===== src/rtl/pc_gen.sv =====
// Fetch PC generator for the five-stage pipeline: sequential issue over valid/ready,
// prioritised trap/mret/branch redirects, epoch tagging and a halt on misaligned targets.
module pc_gen #(
  parameter int unsigned WIDTH      = 32,
  parameter logic [31:0] RESET_VEC  = 32'h8000_0000,
  parameter int unsigned INST_BYTES = 4,
  parameter int unsigned EPOCH_W    = 2
) (
  input  logic               clk,
  input  logic               rst,
  input  logic               trap_valid,
  input  logic [WIDTH-1:0]   trap_target,
  input  logic               mret_valid,
  input  logic [WIDTH-1:0]   mret_target,
  input  logic               br_valid,
  input  logic [WIDTH-1:0]   br_target,
  output logic               out_valid,
  input  logic               out_ready,
  output logic [WIDTH-1:0]   out_pc,
  output logic [EPOCH_W-1:0] out_epoch,
  output logic               out_misalign,
  output logic [31:0]        redirect_cnt
);

  localparam int unsigned      OFF_W    = $clog2(INST_BYTES);
  localparam logic [WIDTH-1:0] RESET_PC = WIDTH'(RESET_VEC);
  localparam logic [WIDTH-1:0] STEP     = WIDTH'(INST_BYTES);

  logic [WIDTH-1:0]   pc_q, pc_d;
  logic [EPOCH_W-1:0] epoch_q, epoch_d;
  logic               valid_q, valid_d;
  logic               misalign_q, misalign_d;
  logic               halt_q, halt_d;
  logic [31:0]        cnt_q, cnt_d;

  logic               redirect;
  logic [WIDTH-1:0]   target;
  logic               fire;

  assign redirect = trap_valid | mret_valid | br_valid;
  assign fire     = valid_q & out_ready;

  always_comb begin
    target = br_target;
    if (trap_valid) begin
      target = trap_target;
    end else if (mret_valid) begin
      target = mret_target;
    end
  end

  // valid_q=0 with halt_q=0 only occurs right after reset; issue starts on the next edge.
  always_comb begin
    pc_d       = pc_q;
    epoch_d    = epoch_q;
    valid_d    = valid_q;
    misalign_d = misalign_q;
    halt_d     = halt_q;
    cnt_d      = cnt_q;
    if (redirect) begin
      pc_d       = target;
      epoch_d    = epoch_q + EPOCH_W'(1);
      cnt_d      = cnt_q + 32'd1;
      valid_d    = 1'b1;
      misalign_d = |target[OFF_W-1:0];
      halt_d     = 1'b0;
    end else if (fire) begin
      if (misalign_q) begin
        valid_d = 1'b0;
        halt_d  = 1'b1;
      end else begin
        pc_d = pc_q + STEP;
      end
    end else if (!valid_q && !halt_q) begin
      valid_d = 1'b1;
    end
  end

  always_ff @(posedge clk) begin
    if (rst) begin
      pc_q       <= RESET_PC;
      epoch_q    <= '0;
      valid_q    <= 1'b0;
      misalign_q <= 1'b0;
      halt_q     <= 1'b0;
      cnt_q      <= '0;
    end else begin
      pc_q       <= pc_d;
      epoch_q    <= epoch_d;
      valid_q    <= valid_d;
      misalign_q <= misalign_d;
      halt_q     <= halt_d;
      cnt_q      <= cnt_d;
    end
  end

  assign out_valid    = valid_q;
  assign out_pc       = pc_q;
  assign out_epoch    = epoch_q;
  assign out_misalign = misalign_q;
  assign redirect_cnt = cnt_q;

endmodule


===== config.mk =====
export PLATFORM = sky130hd
export DESIGN_NAME = pc_gen
export DESIGN_NICKNAME = d
export VERILOG_FILES = /design/src/rtl/pc_gen.sv
export SDC_FILE = /design/constraint.sdc
export NUM_CORES = 1
export LEC_CHECK = 0
export ABC_AREA = 1
export CAP_MARGIN = 15
export CELL_PAD_IN_SITES_DETAIL_PLACEMENT = 1
export CELL_PAD_IN_SITES_GLOBAL_PLACEMENT = 1
export CORE_ASPECT_RATIO = 0.7
export CORE_UTILIZATION = 30
export DETAILED_ROUTE_END_ITERATION = 12
export PLACE_DENSITY = 0.79
export SLEW_MARGIN = 20
export SYNTH_ARGS = -nofsm -noshare
export SYNTH_HDL_FRONTEND = slang
export SYNTH_SLANG_ARGS = --single-unit
export TNS_END_PERCENT = 100

===== constraint.sdc =====
create_clock -name clk -period 1.7 [get_ports clk]
set_input_delay 0.255 -clock clk [delete_from_list [all_inputs] [get_ports clk]]
set_output_delay 0.255 -clock clk [all_outputs]
set_load 0.01 [all_outputs]

==> flow_metrics.env, run 1 <==
export IMPL_outcome="finished, final reports clean"
export IMPL_stdcell_area_mm2=0.007521
export IMPL_grt_max_degree=53
export IMPL_cpPeakStageDelay_ns=0.53
export IMPL_yosys_area_top_type="dfxtp_1"
export IMPL_layout_common_cells="nand2_1, clkdlybuf4s50_1, nor2_1"
export IMPL_num_rows=38
export IMPL_maxCapViolations=0
export IMPL_worst_setup_path_type="flop to primary output"
export IMPL_reg2reg_from="out_pc[2]"
export IMPL_yosysSeqAreaShare=0.2845
export IMPL_ys_seq_elements=69
export IMPL_synth_area_mm2=0.004856
export IMPL_io_buffers=169
export IMPL_cp_buffers_inverters=2
export IMPL_viasPerCell=5.113
export IMPL_tritoncts_num_buffers=9
export IMPL_synth_async_reset_ratio=0
export IMPL_overflow=0
export IMPL_critPathSlowestCell="clkdlybuf4s50_1"
export IMPL_intPower_mw=3.673
export IMPL_hold_path_class="flop to flop"
export IMPL_cp_max_fo=3
export IMPL_ir_drop_mv=0.3832
export IMPL_worstMarginPinSlew_ns=0.4370
export IMPL_worstPathRequired_ns=1.44
export IMPL_p_sw_frac=0.2802
export IMPL_vias=6182
export IMPL_muxShareOfSynthArea=0
export IMPL_grt_usage=0.2624
export IMPL_clock_sinks=69
export IMPL_grt_pass1_wl_mm=33.39
export IMPL_p_leak_nw=2.996
export IMPL_ff2ff_path_depth=9
export IMPL_total_power_mw=5.103
export IMPL_crit_cells=2
export IMPL_detail_route_antenna_nets=0
export IMPL_antenna_found_initial=0
export IMPL_fp_coreArea_mm2=0.01564
export IMPL_setup_violations_final=0
export IMPL_synth_edf_count=0
export IMPL_synth_area_top_cells="dfxtp_1, nand2_1, a21oi_1"
export IMPL_post_cts_setup_buffers=0
export IMPL_start_kind="flop"
export IMPL_drv_slew=0
export IMPL_cts_max_level=3
export IMPL_yosys_area_share_adder=0.005153
export IMPL_period_share=0.9779
export IMPL_ioPinCount=170
export IMPL_die_w_um=154.1
export IMPL_drc=0
export IMPL_endpoint="redirect_cnt[14]"
export IMPL_holdWs_ns=0.4860
export IMPL_drt_pass1_iterations=5
export IMPL_worstReg2RegEnd="out_pc[24]"
export IMPL_synthToLayoutAreaGrowth_pct=54.88
export IMPL_hp_start="out_epoch[1]"
export IMPL_synthSimpleGateAreaFrac=0.4007
export IMPL_worstSetupStartpoint="redirect_cnt[14]"
export IMPL_endpoint_kind="primary output"
export IMPL_synth_main_ff_cell="dfxtp_1"
export IMPL_p_switching_mw=1.430
export IMPL_start_util=0.3104
export IMPL_mostFrequentLayoutCell="nand2_1"
export IMPL_cts_buffer_depth=2
export IMPL_drt_initial_drc_count=307
export IMPL_diodes=0
export IMPL_dpl_cell_area_mm2=0.007108
export IMPL_synth_cells=797
export IMPL_grt_pass1_vias=6067
export IMPL_die_area_mm2=0.01671
export IMPL_clock_latency_ns=0.34
export IMPL_avgSynthCellArea_um2=6.093
export IMPL_power_frac_comb=0.222
export IMPL_yosys_warnings=0
export IMPL_max_freq_mhz=601.5
export IMPL_drive_above_1_share=0.1477
export IMPL_p_clk_frac=0.422
export IMPL_fin_skew_ns=0.005260
export IMPL_synth_top_area_frac=0.2845
export IMPL_wl_per_cell_um=17.69
export IMPL_gp_congestion=0.8687
export IMPL_drt_wl_total_mm=21.39
export IMPL_path_clk_slew_ns=0.06
export IMPL_crit_chain="buf_4 -> clkdlybuf4s50_1"
export IMPL_cts_hold_buf=0
export IMPL_cts_root_buffer="clkbuf_16"
export IMPL_die_h_um=108.4
export IMPL_hold_viol=0
export IMPL_power_density_mw_per_mm2=678.5
export IMPL_synth_xor_area_share=0.01623
export IMPL_critPathTopFamily="buffers and inverters"
export IMPL_synth_distinct_cells=37
export IMPL_synth_top_family_by_area="simple AND/OR/NAND/NOR gates"
export IMPL_crit_arrival_ns=1.41
export IMPL_syn_nets=901
export IMPL_synth_compound_area_share=0.1951
export IMPL_dp_hpwl_mm=16.81
export IMPL_min_period_ns=1.662
export IMPL_num_nets_final=1108
export IMPL_slew_headroom=0.7074
export IMPL_seq_power_share=0.357
export IMPL_r2r_slack_ns=0.10
export IMPL_cts_tree="done"
-- sequential cells by signal (all words and copies together), names as in the netlist --
| signal | count |
|---|---|
| out_pc | 32 |
| halt_q | 1 |
| out_misalign | 1 |
| redirect_cnt | 32 |
| out_epoch | 2 |
| out_valid | 1 |
-- per-stage QoR --
stage / instances / utilization / worst slack [ns] / TNS [ns]
2_1_floorplan: 797 / - / 0.2079 / 0
3_3_place_gp: 1193 / 0.4544 / -0.2130 / -4.522
3_5_place_dp: 1193 / 0.4544 / -0.2644 / -6.653
4_1_cts: 1209 / 0.4766 / 0.0004214 / 0
5_1_grt: 1209 / 0.4808 / -0.01360 / -0.02143
6_report: 1209 / 0.4808 / 0.03756 / 0
-- cell families after synthesis --
group,count (synthesis)
AND/OR/NAND/NOR,437
AO/OA/AOI/OAI,175
buffers and inverters,105
flip-flops,69
XOR/XNOR,9
adder cells (fa/ha/maj),2
-- worst min path at each step --
stage / to / slack (ns) / depth (start not counted)
6_report: out_epoch[1] / 0.49 / 2
5_1_grt: out_pc[1] / 0.50 / 2
4_1_cts: out_epoch[0] / 0.48 / 1
3_5_place_dp: out_epoch[1] / 0.47 / 2
3_3_place_gp: out_epoch[1] / 0.46 / 2
2_1_floorplan: out_pc[2] / 0.47 / 2
-- area by class of cell --
class	count	area [µm²]
well taps	200	250.2
fillers	2034	8122
multi-input cells	623	3043
clock inverters	5	82.58
clock buffers	11	252.7
flip-flops and latches	69	1405
repair buffers	233	2230
inverters	68	257.7
-- tightest hold or removal path, delay by kind of cell (launching register included) --
kind,cells,cell delay (ns)
flops,1,0.32
buf+inv,1,0.06
compound gates,1,0.06
-- cells in the mapped netlist, types with 2 or more instances --
cell / number
a31oi_1: 2
inv_1: 65
o21a_1: 3
nand3_2: 3
nand4_1: 7
nor3_1: 6
nor2_4: 7
xor2_1: 8
ha_1: 2
o21ai_0: 53
nand3_1: 57
nor2_2: 11
nand2_4: 3
clkbuf_1: 10
buf_2: 14
nor4_1: 2
nor3_2: 2
nor2_1: 105
nand2_1: 219
a21oi_1: 89
o21bai_1: 2
buf_6: 5
o211ai_1: 11
o21ai_1: 10
nand2_2: 6
inv_2: 2
buf_4: 7
nand3b_1: 7
dfxtp_1: 69
o211ai_2: 3
-- what timing repair did --
item	in CTS	in global routing
resized for setup	8	26
pin swaps	0	2
setup endpoints to repair	8	28
-- metal layers --
metal  routed length (µm)  track usage  share of wire
met3                 1330      0.05170          0.062
met1                10830       0.3849           0.51
met4                  309      0.06214          0.014
met2                 8915       0.3899           0.42
met5                    0            0              0
-- power groups by stage --
stage	registers [mW]	clock network [mW]	logic (mW)
after floorplan	1.87	0	0.416
after global placement	1.84	0	1.09
after detailed placement	1.85	0	1.12
after CTS	1.81	2.17	1.12
after global routing	1.83	2.26	1.23
final	1.82	2.15	1.13
(Power assumes the default switching activity.)
==> run 2: changes to the inputs <==
- ABC_CLOCK_PERIOD_IN_PS: unset -> 1700
==> results of run 2 <==
No change in the layout: final DEF, timing and power equal those of run 1.
==> run 3: changes to the inputs <==
- ABC_AREA: 1 -> unset
==> run 3 against run 2 <==
  * The run now ends with negative setup slack left
  * Sequential power decreased by 4%
  * Clock skew increased by 0.0013 ns
  * Power decreased by 4.0%
  * Sequential share of layout area decreased by 0.60 points
  * Die area decreased by 15%
  * Worst setup slack got worse by 0.50 ns
  * Critical path depth increased by 3
  * Highest routed layer unchanged
==> flow_metrics.env, run 3 <==
export IMPL_outcome="finished with violations"
export IMPL_violations="negative setup slack"
export IMPL_num_fill_cells=1530
export IMPL_vias=6017
export IMPL_cts_max_level=3
export IMPL_fin_skew_ns=0.006563
export IMPL_worstMarginPinSlew_ns=0.5013
export IMPL_syn_nets=639
export IMPL_min_period_ns=2.164
export IMPL_endpoint_kind="flop"
export IMPL_utilization=0.5987
export IMPL_drc=0
export IMPL_seq_power_share=0.358
export IMPL_setup_violations_final=31
export IMPL_crit_chain="nand3_1 -> or4_4 -> or4b_4 -> or3_1 -> a21oi_1"
export IMPL_ir_drop_mv=0.5088
export IMPL_grt_pass1_wl_mm=32.98
export IMPL_drive_above_1_share=0.3185
export IMPL_slew_headroom=0.6658
export IMPL_worstSetupStartpoint="redirect_cnt[2]"
export IMPL_clock_sinks=69
export IMPL_overflow=0
export IMPL_intPower_mw=3.457
export IMPL_cp_max_fo=8
export IMPL_r2r_slack_ns=-0.46
export IMPL_hold_viol=0
export IMPL_cpPeakStageDelay_ns=0.54
export IMPL_max_freq_mhz=462.2
export IMPL_power_frac_comb=0.240
export IMPL_fin_setup_tns_ns=-5.086
export IMPL_p_switching_mw=1.441
export IMPL_drt_pass1_iterations=5
export IMPL_die_w_um=141.6
export IMPL_fp_coreArea_mm2=0.01323
export IMPL_maxCapViolations=0
export IMPL_cts_root_buffer="clkbuf_16"
export IMPL_wl_per_cell_um=24.00
export IMPL_total_power_mw=4.898
export IMPL_tritoncts_num_buffers=9
export IMPL_ioPinCount=170
export IMPL_timing_final_ws_setup_ns=-0.4636
export IMPL_mostFrequentLayoutCell="clkdlybuf4s50_1"
export IMPL_yosys_area_top_type="dfxtp_1"
export IMPL_start_util=0.3096
export IMPL_antenna_found_initial=0
export IMPL_clock_latency_ns=0.36
export IMPL_synth_top_area_frac=0.3373
export IMPL_synth_most_common_cell="dfxtp_1"
export IMPL_cts_buffer_depth=2
export IMPL_cts_hold_buf=0
export IMPL_layout_common_cells="clkdlybuf4s50_1, buf_4, nand2_1"
export IMPL_die_h_um=99.75
export IMPL_worstReg2RegEnd="redirect_cnt[27]"
export IMPL_start_kind="flop"
export IMPL_synthTopCellsByCount="dfxtp_1, nand2_1, nor2_1"
export IMPL_synth_main_ff_cell="dfxtp_1"
export IMPL_gp_congestion=0.9221
export IMPL_synth_cells=535
export IMPL_diodes=0
export IMPL_path_clk_slew_ns=0.06
export IMPL_io_buffers=169
export IMPL_ys_seq_elements=69
export IMPL_synth_area_mm2=0.004095
export IMPL_rsz0062_at_grt="yes"
export IMPL_drt_wl_total_mm=24.41
export IMPL_period_share=1.273
export IMPL_power_density_mw_per_mm2=618.7
export IMPL_cts_tree="done"
export IMPL_synth_distinct_cells=56
export IMPL_avgSynthCellArea_um2=7.655
export IMPL_dp_slack_ns=-0.7444
export IMPL_grt_max_degree=45
export IMPL_viasPerCell=5.916
export IMPL_drv_slew=0
export IMPL_synth_async_reset_ratio=0
export IMPL_detail_route_antenna_nets=0
export IMPL_die_area_mm2=0.01413
export IMPL_num_rows=35
export IMPL_p_sw_frac=0.2942
export IMPL_worstPathRequired_ns=1.99
export IMPL_endpoint="redirect_cnt[27]"
export IMPL_yosys_warnings=0
export IMPL_drt_initial_drc_count=523
export IMPL_yosysSeqAreaShare=0.3373
export IMPL_synth_edf_count=0
export IMPL_grt_usage=0.3006
export IMPL_critPathSlowestCell="or4b_4"
export IMPL_synth_area_top_cells="dfxtp_1, nand2_1, nor2_1"
export IMPL_holdWs_ns=0.2722
export IMPL_worst_setup_path_type="flop to flop"
export IMPL_ff2ff_path_depth=5
export IMPL_p_leak_nw=3.180
export IMPL_synthToLayoutAreaGrowth_pct=93.34
export IMPL_p_clk_frac=0.402
export IMPL_hold_path_class="input port to flop"
export IMPL_crit_arrival_ns=2.45
export IMPL_dp_hpwl_mm=15.11
export IMPL_reg2reg_from="redirect_cnt[2]"
export IMPL_num_nets_final=931
export IMPL_grt_pass1_vias=6141
## run 3: cell count changes in the layout (fill, tap and decap cells not counted), sizes merged, moves of 17 or more
| cell | delta |
|---|---|
| a21oi | -58 |
| buf | +87 |
| a22oi | +17 |
| nand3 | -38 |
| inv | -51 |
| o21ai | -28 |
| nor2 | -75 |
| nand2 | -169 |
## run 3: power groups by stage
stage | clock network [mW] | logic, mW | registers [mW]
floorplan | 0 | 0.327 | 1.83
global placement | 0 | 1.01 | 1.77
detailed placement | 0 | 1.05 | 1.78
CTS | 1.95 | 1.09 | 1.74
global route | 2.03 | 1.24 | 1.76
finish | 1.97 | 1.18 | 1.75
## run 3: metal layers
metal / track usage / vias up / share of wire
met2: 0.5184 / 348 / 0.48
met4: 0.1059 / 0 / 0.035
li1: - / 2600 / -
met1: 0.3710 / 2986 / 0.41
met3: 0.06307 / 83 / 0.074
met5: 0 / - / 0
## run 3: per-stage QoR
step                cells  instance area (µm²)
global route         1017                 7918
global placement      974                 6929
detailed placement    974                 6929
floorplan             535                 4209
CTS                  1008                 7650
finish               1017                 7918
## run 3: worst min path at each step
stage / start / end / slack, ns / cells after the start
after detailed placement: out_pc[1] / out_pc[1] / 0.45 / 2
after global placement: halt_q / halt_q / 0.44 / 2
after CTS: rst / redirect_cnt[2] / 0.24 / 2
final: rst / redirect_cnt[2] / 0.27 / 2
after global routing: rst / redirect_cnt[2] / 0.28 / 2
after floorplan: trap_target[30] / out_pc[30] / 0.43 / 2
## run 3: cell families (layout without fill, tap and decap cells)
logic type,count (synthesis),count (layout),share of synthesized area
DFF,69,69,0.3373
buffers and inverters,50,347,0.04613
AOI/OAI and AO/OA,148,148,0.2460
and+or+nand+nor,238,238,0.3028
muxes,4,4,0.01039
adders and majority gates,2,2,0.006110
xor gates and xnor gates,24,24,0.05133
## run 3: final cells by class
| type | instances | area [µm²] | share of cell area |
|---|---|---|---|
| Multi-Input combinational cell | 416 | 3014 | 0.3807 |
| Timing Repair Buffer | 316 | 2885 | 0.3644 |
| Sequential cell | 69 | 1431 | 0.1808 |
| Tap cell | 185 | 231.5 | 0.02924 |
| Clock buffer | 9 | 225.2 | 0.02845 |
| Clock inverter | 7 | 73.82 | 0.009324 |
| Inverter | 15 | 56.30 | 0.007111 |
## run 3: what timing repair did
item / in CTS / in global routing
resized for setup: 69 / 49
buffers inserted: 19 / 12
pin swaps: 33 / 25
setup endpoints to repair: 46 / 50
## run 3: worst max-delay path: cells and delay by family (launching register included)
kind            cells  cell delay (ns)
flops               1             0.39
compound gates      1             0.15
simple gates        4             1.55
==> variant (config.mk and constraints of run 2) <==
Set the parameter `RESET_VEC` to 32'h40000000 (it was 32'h8000_0000).
--- a/src/rtl/pc_gen.sv
+++ b/src/rtl/pc_gen.sv
@@ -2,7 +2,7 @@
 // prioritised trap/mret/branch redirects, epoch tagging and a halt on misaligned targets.
 module pc_gen #(
   parameter int unsigned WIDTH      = 32,
-  parameter logic [31:0] RESET_VEC  = 32'h8000_0000,
+  parameter logic [31:0] RESET_VEC  = 32'h40000000,
   parameter int unsigned INST_BYTES = 4,
   parameter int unsigned EPOCH_W    = 2
 ) (
Behaviour: not the same (a bounded check fails within 4 cycles, from zero or initial values and one cycle with rst high).
==> variant against run 2 <==
- synthesized area shrank 3.5%
- first-iteration DRC count grew 15%
- die area shrank 3.4%
- sequential cell count is the same
- routed wire length shrank 3.1%
- design area shrank 0.48%
- hold slack lost 0.010 ns
- non-clock buffer count grew 6
- maximum frequency shrank 2.0%
- worst setup slack lost 0.035 ns
- critical path depth shrank 1
- power shrank 3.5%
- largest power group unchanged
==> variant: results (changes against run 2) <==
Syn nets = 884 (-1.9%)
Arrival @ worst endpoint = 1.44 ns (+0.03 ns)
Cell family with most CP delay = buffers and inverters
CP Max Fanout = 4 (+1)
Max VDD drop = 0.442 mV (+15%)
Routed wire per std cell = 17.4 µm (-1.9%)
Initial DRC count = 354 (+15%)
Max stage delay on crit path = 0.60 ns (+0.07 ns)
Final net count = 1,099 (-0.81%)
Asr flop ratio synth = 0 (unchanged)
Worst slew pin tran = 0.474 ns (+0.0371 ns)
Largest net degree at the start of global routing = 51 (-3.8%)
Dominant cells by area after synthesis = dfxtp_1, nand2_1, nor2_1
RePlAce Congestion = 0.911 (+4.9%)
GRT Total Usage = 0.265 (+0.00208)
Hpwl dp = 16.5 mm (-1.6%)
Status = completed
Distinct cells, synth = 38 (+2.7%)
Post-synth top cells = nand2_1, nor2_1, a21oi_1
Worst-skew pair later-pin latency = 0.34 ns (about the same)
Layout cell share with drive strength beyond 1 = 0.141 (-0.00653)
Layout Skew = 0.00392 ns (-0.00134 ns)
Hold Crit Class = flop to flop
Register area share after synthesis = 0.295 (+0.0103)
First drt pass iteration count = 5 (unchanged)
Vias = 6,089 (-1.5%)
CTS buffer count = 9 (unchanged)
First-pass GRT wire length = 32.7 mm (-2.2%)
Number of fill cells = 1,972 (-3.0%)
P_leak = 2.92 nW (-2.6%)
Switching Power = 0.00140 W (-2.2%)
Number of global-route vias before repair = 5,985 (-1.4%)
Yosys warns = 0 (unchanged)
-- variant: changes by cell type in the layout (fill, tap and decap cells not counted), sizes merged, moves of 3 or more --
cell and change:
a31oi +5, nor2 +4, o211ai -3, nand4 +3, xor2 +3, nand3 -10, inv -16, a21oi -5
buf +6, o21bai +3
-- variant: kinds of logic (layout without fill, tap and decap cells) --
family	count (synthesis)	in the layout	synth area share
simple gates	438	438	0.405
compound gates	173	173	0.198
buf+inv	87	306	0.0764
flops	69	69	0.295
xor+xnor	11	11	0.0206
fa+ha+maj	2	2	0.00534
-- variant: repair_timing --
action                     4_1_cts  5_1_grt
setup endpoints to repair        7       34
gates resized for setup          4       36
setup buffers                    0        3
pin swaps                        0        2
-- variant: through the flow --
stage / setup WS [ns] / utilization / power [W] / cells / instance area, µm²
final: 0.00286 / 0.501 / 0.00493 / 1194 / 7480
after floorplan: 0.154 / - / 0.00225 / 780 / 4690
after global placement: -0.212 / 0.472 / 0.00296 / 1176 / 7060
after global routing: -0.0222 / 0.501 / 0.00514 / 1194 / 7480
after CTS: -0.00998 / 0.493 / 0.00492 / 1191 / 7370
after detailed placement: -0.268 / 0.472 / 0.00299 / 1176 / 7060
-- variant: worst paths after layout --
| check | from | depth (start not counted) | end | slack, ns |
|---|---|---|---|---|
| setup / recovery | out_pc[31] | 1 | out_pc[31] | 0.003 |
| hold / removal | out_pc[1] | 2 | out_pc[1] | 0.48 |
| setup reg to reg | out_pc[2] | 9 | out_pc[12] | 0.10 |
| hold reg to reg | out_pc[1] | 2 | out_pc[1] | 0.48 |
-- variant: metal layers --
metal,global-route usage,routed length (µm),vias up
met5,0,0,-
met4,0.0543,291,0
met3,0.0584,1190,17
met2,0.377,8490,177
met1,0.398,10700,2892
li1,-,-,3003
-- variant: worst min-delay path: cells and delay by family (launching register included) --
family          cells  cell delay [ns]
compound gates      1             0.05
flops               1             0.31
simple gates        1             0.06
-- variant: layout make-up --
class	instances	share of cell area
multi-input combinational	624	0.404
inverter	52	0.0264
tap	195	0.0326
clock inverter	4	0.00635
timing repair buffer	239	0.310
clock buffer	11	0.0338
sequential	69	0.187
-- variant: power groups by stage --
stage                     clock, W  sequential [W]  combinational [W]
after floorplan                  0         0.00186           0.000389
after global placement           0         0.00185            0.00112
after detailed placement         0         0.00185            0.00114
after CTS                  0.00196         0.00181            0.00115
after global routing       0.00205         0.00183            0.00126
final                      0.00194         0.00182            0.00116
